$ cat config.mk
export PLATFORM = sky130hd
export DESIGN_NAME = rotor_phase_startup_controller
export DESIGN_NICKNAME = d
export VERILOG_FILES = /design/src/rtl/rotor_phase_startup_controller_pkg.sv /design/src/rtl/rotor_phase_startup_controller_hall_input_filter.sv /design/src/rtl/rotor_phase_startup_controller.sv
export SDC_FILE = /design/constraint.sdc
export NUM_CORES = 1
export LEC_CHECK = 0
export CORE_ASPECT_RATIO = 0.8
export CORE_MARGIN = 2
export CORE_UTILIZATION = 45
export DETAILED_ROUTE_END_ITERATION = 12
export GPL_TIMING_DRIVEN = 0
export MAX_ROUTING_LAYER = met4
export PLACE_DENSITY = 0.62
export REMOVE_ABC_BUFFERS = 1
export SLEW_MARGIN = 20
export SYNTH_ARGS = -nofsm -noshare
export SYNTH_HDL_FRONTEND = slang
export SYNTH_HIERARCHICAL = 1
export SYNTH_SLANG_ARGS = --single-unit
$ cat constraint.sdc
create_clock -name sys_clk -period 5 [get_ports sys_clk]
set_input_delay 1 -clock sys_clk [delete_from_list [all_inputs] [get_ports sys_clk]]
set_output_delay 1 -clock sys_clk [all_outputs]
set_load 0.1 [all_outputs]
$ cat src/rtl/rotor_phase_startup_controller_pkg.sv
// Shared definitions for the rotor phase startup controller.
//   - state_e      : controller state encoding (also the state_out value)
//   - fault_code_e : latched fault reason
//   - hall_is_legal / hall_successor / hall_is_adjacent : hall code rules.
//     Forward electrical order is 101 -> 100 -> 110 -> 010 -> 011 -> 001 -> 101.
package rotor_phase_startup_controller_pkg;

  typedef enum logic [2:0] {
    ST_IDLE     = 3'd0,
    ST_SETTLE   = 3'd1,
    ST_FORECAST = 3'd2,
    ST_RUN      = 3'd3,
    ST_FAULT    = 3'd4
  } state_e;

  typedef enum logic [1:0] {
    FC_NONE    = 2'b00,
    FC_ILLEGAL = 2'b01,
    FC_SKIP    = 2'b10,
    FC_STALL   = 2'b11
  } fault_code_e;

  localparam logic [2:0] HALL_ALL_LOW  = 3'b000;
  localparam logic [2:0] HALL_ALL_HIGH = 3'b111;

  function automatic logic hall_is_legal(input logic [2:0] code);
    return (code != HALL_ALL_LOW) && (code != HALL_ALL_HIGH);
  endfunction

  // Next code in the forward direction; illegal codes map to 000 so they
  // can never look adjacent to a legal code.
  function automatic logic [2:0] hall_successor(input logic [2:0] code);
    logic [2:0] nxt;
    case (code)
      3'b101:  nxt = 3'b100;
      3'b100:  nxt = 3'b110;
      3'b110:  nxt = 3'b010;
      3'b010:  nxt = 3'b011;
      3'b011:  nxt = 3'b001;
      3'b001:  nxt = 3'b101;
      default: nxt = HALL_ALL_LOW;
    endcase
    return nxt;
  endfunction

  // True when b is one step forward or backward from a.
  function automatic logic hall_is_adjacent(input logic [2:0] a, input logic [2:0] b);
    return (hall_successor(a) == b) || (hall_successor(b) == a);
  endfunction

endpackage

$ cat src/rtl/rotor_phase_startup_controller_hall_input_filter.sv
// Hall input conditioning: 2-flop synchroniser followed by a debounce filter.
// Ports:
//   sys_clk, reset_n   : clock, asynchronous active-low reset
//   hall_raw_in[2:0]   : raw {u,v,w} hall sensors (asynchronous)
//   hall_filtered_out  : code accepted after DEBOUNCE_CYCLES equal samples
//   hall_prev_out      : filtered code held before the most recent change
//   hall_edge_out      : high in the first cycle hall_filtered_out shows a new code
// Input-to-output latency is 2 + DEBOUNCE_CYCLES cycles.
module rotor_phase_startup_controller_hall_input_filter #(
  parameter int DEBOUNCE_CYCLES = 4
) (
  input  logic       sys_clk,
  input  logic       reset_n,
  input  logic [2:0] hall_raw_in,
  output logic [2:0] hall_filtered_out,
  output logic [2:0] hall_prev_out,
  output logic       hall_edge_out
);

  localparam int             CW    = $clog2(DEBOUNCE_CYCLES + 1);
  localparam logic [CW-1:0]  DEB_N = CW'(DEBOUNCE_CYCLES);
  localparam logic [CW-1:0]  ONE   = CW'(1);

  logic [2:0]    sync1_q, sync2_q;
  logic [2:0]    cand_q, cand_d;
  logic [2:0]    filt_q, filt_d;
  logic [2:0]    prev_q, prev_d;
  logic [CW-1:0] cnt_q, cnt_d;
  logic          edge_q, edge_d;

  // cand_q is the value currently being timed; cnt_q is how many consecutive
  // synced samples have matched it (saturating at DEBOUNCE_CYCLES).
  always_comb begin
    cand_d = cand_q;
    cnt_d  = cnt_q;
    filt_d = filt_q;
    prev_d = prev_q;
    edge_d = 1'b0;
    if (sync2_q != cand_q) begin
      cand_d = sync2_q;
      cnt_d  = ONE;
    end else if (cnt_q < DEB_N) begin
      cnt_d = cnt_q + ONE;
    end
    if ((cnt_d == DEB_N) && (cand_d != filt_q)) begin
      filt_d = cand_d;
      prev_d = filt_q;
      edge_d = 1'b1;
    end
  end

  always_ff @(posedge sys_clk or negedge reset_n) begin
    if (!reset_n) begin
      sync1_q <= '0;
      sync2_q <= '0;
      cand_q  <= '0;
      cnt_q   <= '0;
      filt_q  <= '0;
      prev_q  <= '0;
      edge_q  <= 1'b0;
    end else begin
      sync1_q <= hall_raw_in;
      sync2_q <= sync1_q;
      cand_q  <= cand_d;
      cnt_q   <= cnt_d;
      filt_q  <= filt_d;
      prev_q  <= prev_d;
      edge_q  <= edge_d;
    end
  end

  assign hall_filtered_out = filt_q;
  assign hall_prev_out     = prev_q;
  assign hall_edge_out     = edge_q;

endmodule

$ cat src/rtl/rotor_phase_startup_controller.sv
// Rotor angle acquisition sequencer for the PMSM FOC loop.
// Filters the hall sensors, waits for a stable legal code, pulses the angle
// calculator's phase-forecast enable for two cycles, then releases it into
// tracking and supervises illegal codes, skipped steps and stall. Also
// measures the hall-edge period while tracking.
// Ports:
//   sys_clk, reset_n          : clock, asynchronous active-low reset
//   start_in / stop_in        : startup request / abort to IDLE
//   fault_clear_in            : leave FAULT and clear the latched code
//   stall_check_enable_in     : speed commanded, stall supervision active
//   hall_u_in/v_in/w_in       : raw hall sensors
//   hall_filtered_out         : debounced {u,v,w}
//   forecast_enable_out       : calculator phase-forecast enable
//   tracking_active_out       : angle valid (RUN)
//   hall_period_out / _valid  : cycles between last two hall edges + strobe
//   state_out                 : IDLE=0 SETTLE=1 FORECAST=2 RUN=3 FAULT=4
//   fault_out, fault_code_out : latched fault, 01 illegal / 10 skip / 11 stall
module rotor_phase_startup_controller
  import rotor_phase_startup_controller_pkg::*;
#(
  parameter int DEBOUNCE_CYCLES = 4,
  parameter int SETTLE_CYCLES   = 1000,
  parameter int STALL_TIMEOUT   = 2000000,
  parameter int CNT_WIDTH       = 24
) (
  input  logic                 sys_clk,
  input  logic                 reset_n,
  input  logic                 start_in,
  input  logic                 stop_in,
  input  logic                 fault_clear_in,
  input  logic                 stall_check_enable_in,
  input  logic                 hall_u_in,
  input  logic                 hall_v_in,
  input  logic                 hall_w_in,
  output logic [2:0]           hall_filtered_out,
  output logic                 forecast_enable_out,
  output logic                 tracking_active_out,
  output logic [CNT_WIDTH-1:0] hall_period_out,
  output logic                 hall_period_valid_out,
  output logic [2:0]           state_out,
  output logic                 fault_out,
  output logic [1:0]           fault_code_out
);

  localparam logic [CNT_WIDTH-1:0] SETTLE_LAST = CNT_WIDTH'(SETTLE_CYCLES - 1);
  localparam logic [CNT_WIDTH-1:0] STALL_LAST  = CNT_WIDTH'(STALL_TIMEOUT - 1);
  localparam logic [CNT_WIDTH-1:0] CNT_MAX     = '1;
  localparam logic [CNT_WIDTH-1:0] ONE         = CNT_WIDTH'(1);

  state_e                 state_q, state_d;
  fault_code_e            fault_code_q, fault_code_d;
  logic [CNT_WIDTH-1:0]   settle_cnt_q, settle_cnt_d;
  logic [CNT_WIDTH-1:0]   stall_cnt_q, stall_cnt_d;
  logic [CNT_WIDTH-1:0]   period_cnt_q, period_cnt_d;
  logic [CNT_WIDTH-1:0]   period_q, period_d;
  logic                   period_valid_q, period_valid_d;
  logic                   seen_edge_q, seen_edge_d;
  logic                   fc_cnt_q, fc_cnt_d;

  logic [2:0]  hall_raw, hall_prev;
  logic        hall_edge;
  logic        code_legal, skip_step, stall_hit, fault_hit, run_edge;
  fault_code_e fault_kind;

  assign hall_raw = {hall_u_in, hall_v_in, hall_w_in};

  rotor_phase_startup_controller_hall_input_filter #(
    .DEBOUNCE_CYCLES(DEBOUNCE_CYCLES)
  ) u_hall_filter (
    .sys_clk          (sys_clk),
    .reset_n          (reset_n),
    .hall_raw_in      (hall_raw),
    .hall_filtered_out(hall_filtered_out),
    .hall_prev_out    (hall_prev),
    .hall_edge_out    (hall_edge)
  );

  // Supervision. Reporting priority in RUN: illegal, then skip, then stall.
  always_comb begin
    code_legal = hall_is_legal(hall_filtered_out);
    skip_step  = hall_edge && !hall_is_adjacent(hall_prev, hall_filtered_out);
    stall_hit  = stall_check_enable_in && !hall_edge && (stall_cnt_q >= STALL_LAST);
    fault_hit  = 1'b0;
    fault_kind = FC_NONE;
    case (state_q)
      ST_SETTLE, ST_FORECAST: begin
        if (!code_legal) begin
          fault_hit  = 1'b1;
          fault_kind = FC_ILLEGAL;
        end
      end
      ST_RUN: begin
        if (!code_legal) begin
          fault_hit  = 1'b1;
          fault_kind = FC_ILLEGAL;
        end else if (skip_step) begin
          fault_hit  = 1'b1;
          fault_kind = FC_SKIP;
        end else if (stall_hit) begin
          fault_hit  = 1'b1;
          fault_kind = FC_STALL;
        end
      end
      default: ;
    endcase
  end

  // FSM state register
  always_ff @(posedge sys_clk or negedge reset_n) begin
    if (!reset_n) state_q <= ST_IDLE;
    else          state_q <= state_d;
  end

  // FSM next state: a fault beats stop, stop beats start.
  always_comb begin
    state_d = state_q;
    case (state_q)
      ST_IDLE: begin
        if (stop_in)       state_d = ST_IDLE;
        else if (start_in) state_d = ST_SETTLE;
      end
      ST_SETTLE: begin
        if (fault_hit)     state_d = ST_FAULT;
        else if (stop_in)  state_d = ST_IDLE;
        else if (!hall_edge && (settle_cnt_q >= SETTLE_LAST)) state_d = ST_FORECAST;
      end
      ST_FORECAST: begin
        if (fault_hit)     state_d = ST_FAULT;
        else if (stop_in)  state_d = ST_IDLE;
        else if (fc_cnt_q) state_d = ST_RUN;
      end
      ST_RUN: begin
        if (fault_hit)     state_d = ST_FAULT;
        else if (stop_in)  state_d = ST_IDLE;
      end
      ST_FAULT: begin
        if (fault_clear_in) state_d = ST_IDLE;
      end
      default: state_d = ST_IDLE;
    endcase
  end

  // FSM outputs
  always_comb begin
    forecast_enable_out   = (state_q == ST_FORECAST);
    tracking_active_out   = (state_q == ST_RUN);
    fault_out             = (state_q == ST_FAULT);
    state_out             = state_q;
    fault_code_out        = fault_code_q;
    hall_period_out       = period_q;
    hall_period_valid_out = period_valid_q;
  end

  // Counters, fault latch and period measurement
  always_comb begin
    // An edge that keeps us in RUN is by construction a legal step.
    run_edge = (state_q == ST_RUN) && (state_d == ST_RUN) && hall_edge;

    settle_cnt_d = ((state_q == ST_SETTLE) && !hall_edge) ? settle_cnt_q + ONE : '0;
    fc_cnt_d     = (state_q == ST_FORECAST) ? ~fc_cnt_q : 1'b0;

    if ((state_q != ST_RUN) || !stall_check_enable_in || hall_edge) stall_cnt_d = '0;
    else if (stall_cnt_q != CNT_MAX)                                 stall_cnt_d = stall_cnt_q + ONE;
    else                                                             stall_cnt_d = stall_cnt_q;

    fault_code_d = fault_code_q;
    if ((state_q != ST_FAULT) && fault_hit)          fault_code_d = fault_kind;
    else if ((state_q == ST_FAULT) && fault_clear_in) fault_code_d = FC_NONE;

    if (state_q != ST_RUN)           period_cnt_d = '0;
    else if (run_edge)               period_cnt_d = ONE;
    else if (period_cnt_q != CNT_MAX) period_cnt_d = period_cnt_q + ONE;
    else                             period_cnt_d = period_cnt_q;

    // The first edge after entering RUN only restarts the period counter.
    period_d       = period_q;
    period_valid_d = 1'b0;
    seen_edge_d    = (state_q == ST_RUN) ? seen_edge_q : 1'b0;
    if (run_edge) begin
      seen_edge_d = 1'b1;
      if (seen_edge_q) begin
        period_d       = period_cnt_q;
        period_valid_d = 1'b1;
      end
    end
    if (state_d == ST_IDLE) period_d = '0;
  end

  always_ff @(posedge sys_clk or negedge reset_n) begin
    if (!reset_n) begin
      fault_code_q   <= FC_NONE;
      settle_cnt_q   <= '0;
      stall_cnt_q    <= '0;
      period_cnt_q   <= '0;
      period_q       <= '0;
      period_valid_q <= 1'b0;
      seen_edge_q    <= 1'b0;
      fc_cnt_q       <= 1'b0;
    end else begin
      fault_code_q   <= fault_code_d;
      settle_cnt_q   <= settle_cnt_d;
      stall_cnt_q    <= stall_cnt_d;
      period_cnt_q   <= period_cnt_d;
      period_q       <= period_d;
      period_valid_q <= period_valid_d;
      seen_edge_q    <= seen_edge_d;
      fc_cnt_q       <= fc_cnt_d;
    end
  end

endmodule

==> flow_metrics.tcl <==
set metrics [dict create \
    yosys_warnings 6 \
    cap_violations 0 \
    cts_max_path_buffers 2 \
    ioPinCount 45 \
    cts_tree "yes" \
    final_area_um2 8200 \
    worstHoldPathType "register to register" \
    grt_max_degree 79 \
    antenna_found_initial 0 \
    synth-edff-count 0 \
    clk_latency_ps 430 \
    grt_pass1_wl_mm 28.0 \
    min_from "u_hall_filter/sync1_q[2]" \
    syn2layout_area_growth_pct 16.1 \
    crit_chain "nor3b_1 -> clkdlybuf4s50_1" \
    routed_wl_mm 16.8 \
    gp_congestion 0.850 \
    cts.clk_slew.worst_paths_ps 50 \
    status "complete, no violations" \
    multi_input_area_um2 3550 \
    grt_pass1_vias 5579 \
    htree_levels 4 \
    drive_gt1_frac 0.140 \
    synth_seq_cells 123 \
    nNetsFinal 750 \
    numPortBuffers 44 \
    die-area_um2 16700 \
    nFillCells 1347 \
    grt_usage 0.220 \
    synthCells 721 \
    ant_nets 0 \
    hold_depth 0 \
    path_max_fanout 12 \
    final-max-slew-violation-count 0 \
    crit_family "buffers and inverters" \
    slowest_stage "clkdlybuf4s50_1" \
    vias 5684 \
    ctsResizeCount 0 \
    dr.pass1.iters 5 \
    peakVddDrop_uv 216 \
    drc 0 \
    crit_type "register to output port" \
    fin_crit_sh 0.754 \
    final_util 0.541 \
    critPathBufInv 1 \
    async_reset_ff_frac 1.00 \
    rsz0062_at_grt "false" \
    dpl.hpwl_mm 11.2 \
    yosysSeqAreaShare 0.436 \
    cts_hold_buf 0 \
    regArea_um2 3080 \
    synth_cell_type_count 69 \
    tightest_slew_ps 1150 \
    die_w_um 144 \
    leakagePower_nw 3.03 \
    start_util 0.466 \
    cp-end-kind "output port" \
    avgSynthCellArea_um2 9.80 \
    timing.rr.end "fault_code_out[1]" \
    avgViaCountPerCell 5.92 \
    p_per_area_nw_per_um2 341 \
    postCtsSetupRepairBufs 0 \
    r2r_cells 7 \
    cts_sinks 123 \
    synth-main-ff-cell "dfrtp_1" \
    arrival_ps 2770 \
    worstPathRequired_ps 4000 \
    syn-cell-area_um2 7060 \
    startpoint_type "register" \
    timing.rr.start "state_out[1]" \
    ff2ff_setup_slack_ps 1780 \
    cpPeakStageDelay_ps 1250 \
    fp-row-count 40 \
    cts_buffers 17 \
    setup_viol_count_final 0 \
    wire_per_inst_um 17.5 \
    worst_slew_margin_rel 0.230 \
    min_period_ps 3770 \
    dpl-instance-area_um2 7560 \
    hold_violations 0 \
    fmaxAchievable_mhz 265 \
    hold_end "u_hall_filter/sync2_q[2]" \
    drtIter0Drc 401 \
    dp_worst_setup_slack_ps 1020 \
    antenna_cells 0 \
    clockRootBuffer "clkbuf_16" \
    skew_ps 8.45 \
    core_area_um2 15200 \
    worst_slack_ps 1230 \
    dieHeight_um 116 \
    overflow 0 \
]
final cells by class:
class,instances,share of cell area
clock buffer,22,0.0578
clock inverter,10,0.0200
inverter,34,0.0156
multi-input combinational,510,0.433
sequential,123,0.375
tap,210,0.0321
timing repair buffer,51,0.0664
report_power, final:
part	switching, mW	total [mW]	internal, mW	leakage, nW
clock network	0.451	1.32	0.873	0.299
registers	0.0368	1.05	1.02	1.69
logic	0.308	0.420	0.112	1.05
total	0.796	2.80	2.00	3.03
Yosys cell counts (5+ instances only):
master,count,area (um^2)
dfrtp_1,123,3080
or3_1,7,43.8
buf_2,16,80.1
nor2_1,79,297
a22oi_1,5,37.5
mux2i_1,6,60.1
a22oi_2,20,250
and3_1,9,56.3
nor3_1,19,95.1
nand2_1,37,139
inv_1,33,124
mux2_2,6,67.6
buf_6,10,113
nor4_1,7,43.8
and4_1,9,78.8
xor2_1,20,175
o211ai_1,6,45.0
nand3_1,29,145
a21oi_1,16,80.1
xnor2_1,41,359
o211ai_2,19,238
clkbuf_1,24,90.1
a211oi_1,14,105
nand4_1,22,138
o21ai_0,17,85.1
nand2b_1,5,31.3
and2_1,7,43.8
a31oi_1,55,344
metrics by stage:
step / TNS [ps] / total power, mW / std cells / hold WS (ps)
2_1_floorplan: 0 / 1.33 / 667 / 331
3_3_place_gp: -236640 / 1.44 / 921 / 335
3_5_place_dp: 0 / 1.49 / 928 / 336
4_1_cts: 0 / 2.82 / 960 / 348
5_1_grt: 0 / 2.90 / 960 / 348
6_report: 0 / 2.80 / 960 / 347
layout by cell type (no fill, tap or decap), drive strengths merged, types with 15 or more instances in the layout:
| cell | count |
|---|---|
| o21ai | 19 |
| xor2 | 20 |
| clkbuf | 22 |
| nand4 | 22 |
| a211oi | 15 |
| a21oi | 16 |
| a31oi | 55 |
| o211ai | 25 |
| xnor2 | 41 |
| a22oi | 25 |
| nor3 | 20 |
| nand3 | 30 |
| nand2 | 37 |
| dfrtp | 123 |
| clkdlybuf4s50 | 43 |
| nor2 | 79 |
| inv | 34 |
sequential cells by signal, indices dropped and copies added (netlist names), 24 cells and up:
register and count:
stall_cnt_q 24, hall_period_out 24, settle_cnt_q 24, period_cnt_q 24
worst max-delay path by stage:
| stage | start | to | depth (start not counted) |
|---|---|---|---|
| 2_1_floorplan | state_out[2] | fault_out | 1 |
| 3_5_place_dp | stop_in | period_cnt_q[15] | 6 |
| 3_3_place_gp | reset_n | period_cnt_q[13] | 1 |
| 6_report | state_out[1] | fault_out | 2 |
| 5_1_grt | state_out[1] | fault_out | 2 |
| 4_1_cts | state_out[1] | fault_out | 2 |
layer usage:
metal,up-vias,GRT usage,part of all wire
li1,2664,-,-
met1,2861,0.295,0.47
met2,142,0.328,0.47
met3,17,0.0550,0.048
met4,0,0.0725,0.013
met5,-,-,0
kinds of logic (layout without fill, tap and decap cells):
kind of cell / after synthesis / count (layout) / synth area share
mux: 12 / 12 / 0.0181
buf+inv: 88 / 117 / 0.0634
compound gates: 176 / 176 / 0.206
fa+ha+maj: 4 / 4 / 0.00709
flops: 123 / 123 / 0.436
xor+xnor: 61 / 61 / 0.0756
simple gates: 257 / 257 / 0.194
Note: power is estimated with default switching activity, not from simulation.
